[src/rtl/spi_pkg.sv]
// Shared types and sizes for the pico SPI oversampling receiver.
package spi_pkg;

    typedef enum logic [1:0] {
        ST_IDLE = 2'd0,
        ST_ADDR = 2'd1,
        ST_DATA = 2'd2
    } pico_state_t;

    localparam int SPI_BYTE_W            = 8;
    localparam int PICO_IDLE_TIMEOUT_DEF = 16;

endpackage

[src/rtl/bit_synchronizer.sv]
// Single-bit multi-flop synchronizer; output lags input by depth cycles.
module bit_synchronizer #(
    parameter int depth = 2
) (
    input  logic i_clk,
    input  logic i_rst,
    input  logic i_d,
    output logic o_q
);

    logic [depth-1:0] r_sync;

    always_ff @(posedge i_clk or posedge i_rst) begin
        if (i_rst) begin
            r_sync <= '0;
        end else begin
            r_sync <= {r_sync[depth-2:0], i_d};
        end
    end

    assign o_q = r_sync[depth-1];

endmodule

[src/rtl/pico_oversampler.sv]
// SPI peripheral receiver oversampled on iclk: address byte then data bytes, idle timeout ends frame.
// Address auto-increment after each data byte is enabled by defining PICO_ADDR_AUTOINC_EN.
module pico_oversampler
    import spi_pkg::*;
#(
    parameter int IDLE_TIMEOUT = PICO_IDLE_TIMEOUT_DEF,
    parameter int SYNC_STAGES  = 2
) (
    input  logic                  iclk,
    input  logic                  rst,
    input  logic                  sclk,
    input  logic                  serial_in,
    output logic                  msg_flag,
    output logic [SPI_BYTE_W-1:0] write_data,
    output logic [SPI_BYTE_W-1:0] mux_control_signal,
    output logic                  frame_active,
    output logic                  frame_end
);

    localparam int                IDLE_W   = $clog2(IDLE_TIMEOUT + 1);
    localparam logic [IDLE_W-1:0] IDLE_MAX = IDLE_W'(IDLE_TIMEOUT);

    logic                  w_sclk_s;
    logic                  w_sdi_s;
    logic                  w_rise;
    logic                  w_fall;
    logic                  w_timeout;
    logic [SPI_BYTE_W-1:0] w_byte;

    logic                  r_sclk_prev;
    logic [IDLE_W-1:0]     r_idle_cnt;
    logic [2:0]            r_bit_cnt;
    logic [SPI_BYTE_W-1:0] r_shift;
    logic [SPI_BYTE_W-1:0] r_write_data;
    logic [SPI_BYTE_W-1:0] r_addr;
    logic                  r_msg_flag;
    logic                  r_frame_end;
    pico_state_t           r_state;

    bit_synchronizer #(.depth(SYNC_STAGES)) u_sync_sclk (
        .i_clk (iclk),
        .i_rst (rst),
        .i_d   (sclk),
        .o_q   (w_sclk_s)
    );

    bit_synchronizer #(.depth(SYNC_STAGES)) u_sync_sdi (
        .i_clk (iclk),
        .i_rst (rst),
        .i_d   (serial_in),
        .o_q   (w_sdi_s)
    );

    assign w_rise    = w_sclk_s & ~r_sclk_prev;
    assign w_fall    = ~w_sclk_s & r_sclk_prev;
    assign w_byte    = {r_shift[SPI_BYTE_W-2:0], w_sdi_s};
    assign w_timeout = (r_idle_cnt == IDLE_MAX) && (r_state != ST_IDLE);

    always_ff @(posedge iclk or posedge rst) begin
        if (rst) begin
            r_sclk_prev <= 1'b0;
            r_idle_cnt  <= '0;
        end else begin
            r_sclk_prev <= w_sclk_s;
            if (w_rise || w_fall) begin
                r_idle_cnt <= '0;
            end else if (r_idle_cnt != IDLE_MAX) begin
                r_idle_cnt <= r_idle_cnt + 1'b1;
            end
        end
    end

    // Timeout takes priority over a coincident rising edge.
    always_ff @(posedge iclk or posedge rst) begin
        if (rst) begin
            r_state      <= ST_IDLE;
            r_bit_cnt    <= '0;
            r_shift      <= '0;
            r_write_data <= '0;
            r_addr       <= '0;
            r_msg_flag   <= 1'b0;
            r_frame_end  <= 1'b0;
        end else begin
            r_msg_flag  <= 1'b0;
            r_frame_end <= 1'b0;
            if (w_timeout) begin
                r_state     <= ST_IDLE;
                r_frame_end <= 1'b1;
                r_bit_cnt   <= '0;
                r_shift     <= '0;
                r_addr      <= '0;
            end else begin
`ifdef PICO_ADDR_AUTOINC_EN
                if (r_msg_flag) begin
                    r_addr <= r_addr + 1'b1;
                end
`endif
                if (w_rise) begin
                    r_shift   <= w_byte;
                    r_bit_cnt <= r_bit_cnt + 3'd1;
                    case (r_state)
                        ST_IDLE: r_state <= ST_ADDR;
                        ST_ADDR: begin
                            if (r_bit_cnt == 3'd7) begin
                                r_addr  <= w_byte;
                                r_state <= ST_DATA;
                            end
                        end
                        ST_DATA: begin
                            if (r_bit_cnt == 3'd7) begin
                                r_write_data <= w_byte;
                                r_msg_flag   <= 1'b1;
                            end
                        end
                        default: r_state <= ST_IDLE;
                    endcase
                end
            end
        end
    end

    assign msg_flag           = r_msg_flag;
    assign write_data         = r_write_data;
    assign mux_control_signal = r_addr;
    assign frame_end          = r_frame_end;
    assign frame_active       = (r_state != ST_IDLE);

endmodule

[config.mk]
export PLATFORM = sky130hd
export DESIGN_NAME = pico_oversampler
export DESIGN_NICKNAME = d
export VERILOG_FILES = /design/src/rtl/spi_pkg.sv /design/src/rtl/bit_synchronizer.sv /design/src/rtl/pico_oversampler.sv
export SDC_FILE = /design/constraint.sdc
export NUM_CORES = 1
export LEC_CHECK = 0
export CELL_PAD_IN_SITES_DETAIL_PLACEMENT = 0
export CELL_PAD_IN_SITES_GLOBAL_PLACEMENT = 1
export CORE_AREA = 2 2 64 78
export DETAILED_ROUTE_END_ITERATION = 7
export DIE_AREA = 0 0 66 80
export GPL_TIMING_DRIVEN = 0
export PLACE_DENSITY = 0.73
export SKIP_CTS_REPAIR_TIMING = 1
export SLEW_MARGIN = 20
export SYNTH_ARGS = -nofsm -noshare
export SYNTH_HDL_FRONTEND = slang
export SYNTH_HIERARCHICAL = 1
export SYNTH_SLANG_ARGS = --single-unit
[constraint.sdc]
create_clock -name iclk -period 3.3 [get_ports iclk]
set_input_delay 0.825 -clock iclk [delete_from_list [all_inputs] [get_ports iclk]]
set_output_delay 0.825 -clock iclk [all_outputs]
set_load 0.1 [all_outputs]
== Word level (Yosys, flattened, before mapping) ==
Index checks and enable logic that the tools add are counted.
Word-level totals
  bits in registers: 40
  input port bits: 4
  output and inout port bits: 19
  logic and storage cells: 55
Operators by class
  $add $sub $neg: 2
  eq/ne operators: 7
  multiplexer cells: 19
  bitwise gates (word level): 5
  reduce and logical (&&, ||, !) cells: 11
Operator list (number)
  $mux W8: 4
  $mux W7: 2
  $mux W5: 2
  $reduce_bool A2 Y1: 5
  $mux W2: 3
  $mux W3: 2
  $pmux W2 S3: 1
  $reduce_and A3 Y1: 2
  $add A5 B1 Y5 const B: 1
  $eq A5 B5 Y1 const B: 1
  $mux W1: 5
  $ne A5 B5 Y1 const B: 1
  $reduce_and A4 Y1: 1
  $add A3 B1 Y3 const B: 1
  $eq A3 B3 Y1 const B: 1
  $ne A3 B3 Y1 const B: 1
  $not A1 Y1: 3
  $and A1 B1 Y1: 2
  $eq A2 B1 Y1 const B: 1
  $eq A2 B2 Y1 const B: 1
  $logic_not A2 Y1: 1
  $ne A2 B2 Y1 const B: 1
  $logic_and A1 B1 Y1: 1
  $logic_or A1 B1 Y1: 1

== Longest topological paths before layout ==
  depth after elaboration: 5
  depth in mapped cells: 8
  depth with buffers taken out: 5

== Cells and area by module ==
Netlist, hierarchy kept.
Modules (own cells, without submodules)
  pico_oversampler: times used 1, cells each 130, area an instance 1555.2 um^2, seq. area each 900.9 um^2
  bit_synchronizer: times used 2, cells each 3, area an instance 53.8 um^2, seq. area each 50.0 um^2

== Least setup slack after synthesis ==
No wires, ideal clock.
  path kind: register to output
  start point: reg r_state[0]
  end point: out frame_active
  arrival: 0.928 ns
  data required time: 2.475 ns
  path slack: 1.547 ns
  cell stages (with the launch flop): 2
  buffers on the path: 0
  cell sequence: dfrtp_1 -> or2_2
Between the ends
  word-level cells in the longest chain between the ends: 1
RTL lines
  from (decl): line pico_oversampler.sv:38  | pico_state_t r_state;
  from (signal assigned): line pico_oversampler.sv:76  | r_state <= ST_IDLE;
  from (signal assigned): line pico_oversampler.sv:87  | r_state <= ST_IDLE;
  from (signal assigned): line pico_oversampler.sv:102  | ST_IDLE: r_state <= ST_ADDR;
  $reduce_bool A2 Y1: line pico_oversampler.sv:126  | assign frame_active = (r_state != ST_IDLE);
  to (decl): line pico_oversampler.sv:16  | output logic frame_active,
Every way passes these cells.

== Final worst setup path ==
Ends and elaborated chain as after synthesis.

==> impl_metrics.env <==
export IMPL_hold_depth=0
export IMPL_slew_headroom=0.344
export IMPL_area_growth_pct=22.3
export IMPL_multi_input_area_um2=588
export IMPL_drt_pass1_iter_count=3
export IMPL_syn_num_nets=145
export IMPL_clock_latency_ns=0.29
export IMPL_crit_required_ns=2.47
export IMPL_routed_wl_um=3000
export IMPL_synthTopCellsByCount="40 x dfrtp_1, 18 x nand2_1, 12 x nor2_1"
export IMPL_fin_ws_ns=0.447
export IMPL_min_path_type="reg -> reg"
export IMPL_grt_overflow=0
export IMPL_yosys_area_top_type="dfrtp_1"
export IMPL_worstSetupStartpoint="r_state[0]"
export IMPL_cts_tree="yes"
export IMPL_synth_edf_count=0
export IMPL_cts_root_buf="clkbuf_8"
export IMPL_p_leak_nw=0.938
export IMPL_die_x_um=66
export IMPL_antenna_found_initial=0
export IMPL_h_tree_depth=2
export IMPL_yosys_warnings=6
export IMPL_worstSetupEndpoint="frame_active"
export IMPL_num_fill_cells=435
export IMPL_grt_start_max_net_pins=37
export IMPL_end_kind="primary output"
export IMPL_rrSetupSlack_ns=1.61
export IMPL_cts_buffers=5
export IMPL_num_rows=27
export IMPL_tightest_slew_ns=0.981
export IMPL_tns_ns=0
export IMPL_dp_cells=216
export IMPL_min_from="u_sync_sclk/r_sync[0]"
export IMPL_rr_worst_depth=5
export IMPL_wl_per_cell_um=13.4
export IMPL_crit_type="reg -> out"
export IMPL_hold_viol_final=0
export IMPL_setup_viol=0
export IMPL_r2r_end="write_data[7]"
export IMPL_power_density_nw_per_um2=854
export IMPL_slew_viol_final=0
export IMPL_status="complete, no violations"
export IMPL_viasPerCell=4.55
export IMPL_rsz0062_at_grt="no"
export IMPL_num_io_pins=23
export IMPL_n_antenna_cell=0
export IMPL_synth_area_leaders="dfrtp_1 60%, mux2i_1 6.0%, mux2_2 5.4%"
export IMPL_grt_pass1_wl_um=4910
export IMPL_start_util=0.367
export IMPL_drc=0
export IMPL_synth_most_common_cell="dfrtp_1"
export IMPL_route_antenna_remaining_nets=0
export IMPL_drtIter0Drc=31
export IMPL_synth_seq_area_share=0.602
export IMPL_timing_fmax_mhz=351
export IMPL_syn_avg_cell_area_um2=12.2
export IMPL_clk_path_buf_depth=2
export IMPL_drive_gt1_frac=0.139
export IMPL_gp_congestion=0.690
export IMPL_cap_violations=0
export IMPL_grt_usage=0.128
export IMPL_synth_ff_type="dfrtp_1"
export IMPL_ys_types=26
export IMPL_post_route_period_util=0.864
export IMPL_finalClockSkew_ns=0.00391
export IMPL_die_h_um=80
export IMPL_synthesis_area_um2=1660
export IMPL_core_area_um2=4530
export IMPL_ys_ff_latch=40
export IMPL_ys_async_sr_fraction=1.00
export IMPL_cp_max_fo=7
export IMPL_stdcell_count=223
export IMPL_dpl_hpwl_um=2050
export IMPL_dieArea_um2=5280
export IMPL_clock_sinks=40
export IMPL_synth_cells=136
export IMPL_port_buffers=22
export IMPL_dp_slack_ns=0.760
export IMPL_startpoint_type="register"
export IMPL_vias=1015
export IMPL_fin_crit_ns=2.85
export IMPL_worstPathArrival_ns=2.03
export IMPL_r2r_start="r_bit_cnt[0]"
export IMPL_synth_top_area_share=0.602
export IMPL_area_sequential_um2=1000
export IMPL_ir_worst_vdd_mv=0.406
export IMPL_clkTransAtPathRegs_ns=0.07
export IMPL_final_nets=174
export IMPL_grt_pass1_vias=1044
==> metrics by stage <==
step           utilization  area (µm²)  total power (W)  hold WS (ns)
2_1_floorplan            -        1660          0.00127         0.331
3_3_place_gp         0.432        1960          0.00142         0.338
3_5_place_dp         0.432        1960          0.00145         0.339
4_1_cts              0.449        2030          0.00176         0.357
5_1_grt              0.449        2030          0.00182         0.362
6_report             0.449        2030          0.00174         0.354
==> area by class of cell <==
cell class,count,share of cell area
tap,58,0.0357
clock inverter,1,0.00246
timing repair buffer,22,0.108
clock buffer,6,0.0357
buffer,6,0.0252
multi-input combinational,84,0.289
inverter,6,0.0111
sequential,40,0.492
==> kinds of logic (layout without fill, tap and decap cells) <==
kind of cell,after synthesis,count (layout),share of synthesized area
XOR/XNOR,5,5,0.0263
adder cells (fa/ha/maj),5,5,0.0376
flip-flops,40,40,0.602
buffers and inverters,12,41,0.0444
multiplexers,18,18,0.114
AND/OR/NAND/NOR,45,45,0.142
AO/OA/AOI/OAI,11,11,0.0331
==> how the worst min path moves through the flow <==
stage	endpoint	slack, ns
floorplan	u_sync_sclk/r_sync[1]	0.33
detailed placement	u_sync_sclk/r_sync[1]	0.34
finish	u_sync_sclk/r_sync[1]	0.35
global placement	u_sync_sclk/r_sync[1]	0.34
CTS	u_sync_sclk/r_sync[1]	0.36
global route	u_sync_sclk/r_sync[1]	0.36
==> cell usage in the layout (no fill, tap or decap) <==
cell type         n
buf_6             2
and4b_1           1
nand2_1          18
mux2_2            8
nand4b_1          2
and2_4            1
nand3_1           2
and2_1            3
nand2b_1          1
nand3b_1          1
inv_2             1
nor2_8            1
buf_8             1
xor2_1            1
clkinv_2          1
nor2b_1           1
clkbuf_1          2
inv_1             5
ha_1              5
buf_2             2
and4bb_1          1
xnor2_1           4
dfrtp_1          40
nor2_1           12
mux2i_1          10
or2_2             1
a21oi_1           9
clkbuf_8          5
o21ai_0           2
clkdlybuf4s50_1  22
==> worst max-delay path, stage by stage, from the launching register on <==
cell and delay (ns):
dfrtp_1 0.44, or2_2 0.33, clkdlybuf4s50_1 0.97
==> flip-flops by register name, summed over array words and instances (netlist names) <==
name                count
frame_end               1
write_data              8
r_state                 2
msg_flag                1
r_shift                 7
r_bit_cnt               3
u_sync_sdi/r_sync       2
r_sclk_prev             1
u_sync_sclk/r_sync      2
r_idle_cnt              5
mux_control_signal      8
==> power by group <==
part	leakage (nW)	total, W	switching (W)	internal (W)
logic	0.382	0.000727	0.000532	0.000195
registers	0.514	0.000706	0.0000965	0.000610
clock network	0.0410	0.000304	0.000160	0.000144
==> per-layer routing <==
| metal | wire, µm | vias up | GRT usage | share of wire |
|---|---|---|---|---|
| met3 | 92 | 5 | 0.0409 | 0.031 |
| met2 | 1500 | 14 | 0.210 | 0.50 |
| met1 | 1350 | 493 | 0.151 | 0.45 |
| li1 | - | 503 | - | - |
| met5 | 0 | - | 0 | 0 |
| met4 | 59 | 0 | 0.0612 | 0.020 |
No activity file was read; power rests on OpenSTA's default activity.
==> RTL edit (same flow settings) <==
Set the package constant `SPI_BYTE_W` to 7 (it was 8).
--- a/src/rtl/spi_pkg.sv
+++ b/src/rtl/spi_pkg.sv
@@ -8,5 +8,5 @@
     } pico_state_t;
 
-    localparam int SPI_BYTE_W            = 8;
+    localparam int SPI_BYTE_W            = 7;
     localparam int PICO_IDLE_TIMEOUT_DEF = 16;
 
Interface: changed (resized mux_control_signal and write_data); port bits go from 23 to 21. The function was not compared with the original's and may differ.
==> RTL edit against the unedited design <==
- sequential cell count fell by 3
- critical path depth rose by 1
- combinational power fell by 5.2%
- final cell count fell by 9.0%
- wire length fell by 8.3%
- final area fell by 4.0%
- worst setup slack got worse by 0.035 ns
- total power fell by 0.12%
- core utilization fell by 1.8 points
- area after synthesis fell by 6.0%
==> RTL edit: results <==
grt:
  grtUsageMet3: 0.0395
  grtUsageMet1: 0.153
  grt_max_degree: 34
  grt_pass1_wl_microns: 4870
  use_met2: 0.196
  grt_usage: 0.124
yosys:
  ys_types: 24
  synth_area_leaders: "dfrtp_1, mux2i_1, mux2_4"
  synth_compound_area_frac: 0.0176
  synth_fa_ha_area_frac: 0.0400
  synthMuxAreaShare: 0.163
  synth-seq-area-share: 0.592
  synth_common_cells: "dfrtp_1, nor2_1, mux2i_1, inv_1, mux2_4"
status:
  status: "finished, final reports clean"
route:
  wl_per_cell_microns: 13.5
  first_pass_iters: 4
  met2_length_microns: 1370
worst_hold_path:
  holdCritStartpoint: "u_sync_sdi/r_sync[0]"
clocking:
  cts_sinks: 37
placed_design:
  io_buffer_count: 20
  place.gp.congestion: 0.684
  dp.cells: 195
  dp_hpwl_microns: 1910
layout:
  n_all_inverters: 7
  n_all_buffers: 23
  clkCellAreaFrac: 0.0596
  multi_input_area_share: 0.302
  final_layout_size_suffix_gt1_frac: 0.159
  n_fill_cell: 440
pwr:
  switching_share: 0.426
  powerDensity_nw_per_um2: 889
  max-vdd-ir-drop_v: 0.000487
sta:
  clock_skew_ns: 0.00627
worst_setup_path:
  rr_endpoint: "write_data[4]"
  r2r_slack_ns: 1.69
## RTL edit: cell types whose count changed after synthesis, moves of 3 or more
cell,before,now
mux2_2,8,0
mux2_4,0,7
nand2_1,18,6
nor2_1,12,17
mux2i_1,10,15
dfrtp_1,40,37
a21oi_1,9,1
## RTL edit: metrics by stage
stage                util  instance area, sq um  setup slack (ns)
global placement    0.405                  1840             0.768
CTS                 0.431                  1950             0.415
floorplan               -                  1560              1.40
global route        0.431                  1950             0.329
detailed placement  0.405                  1840             0.736
finish              0.431                  1950             0.413
## RTL edit: worst min-delay path by stage
stage                            end  slack (ns)  depth (start not counted)
6_report        u_sync_sdi/r_sync[1]        0.36                          0
5_1_grt        u_sync_sclk/r_sync[1]        0.37                          0
4_1_cts        u_sync_sclk/r_sync[1]        0.36                          0
3_5_place_dp   u_sync_sclk/r_sync[1]        0.34                          0
3_3_place_gp   u_sync_sclk/r_sync[1]        0.34                          0
2_1_floorplan  u_sync_sclk/r_sync[1]        0.33                          0
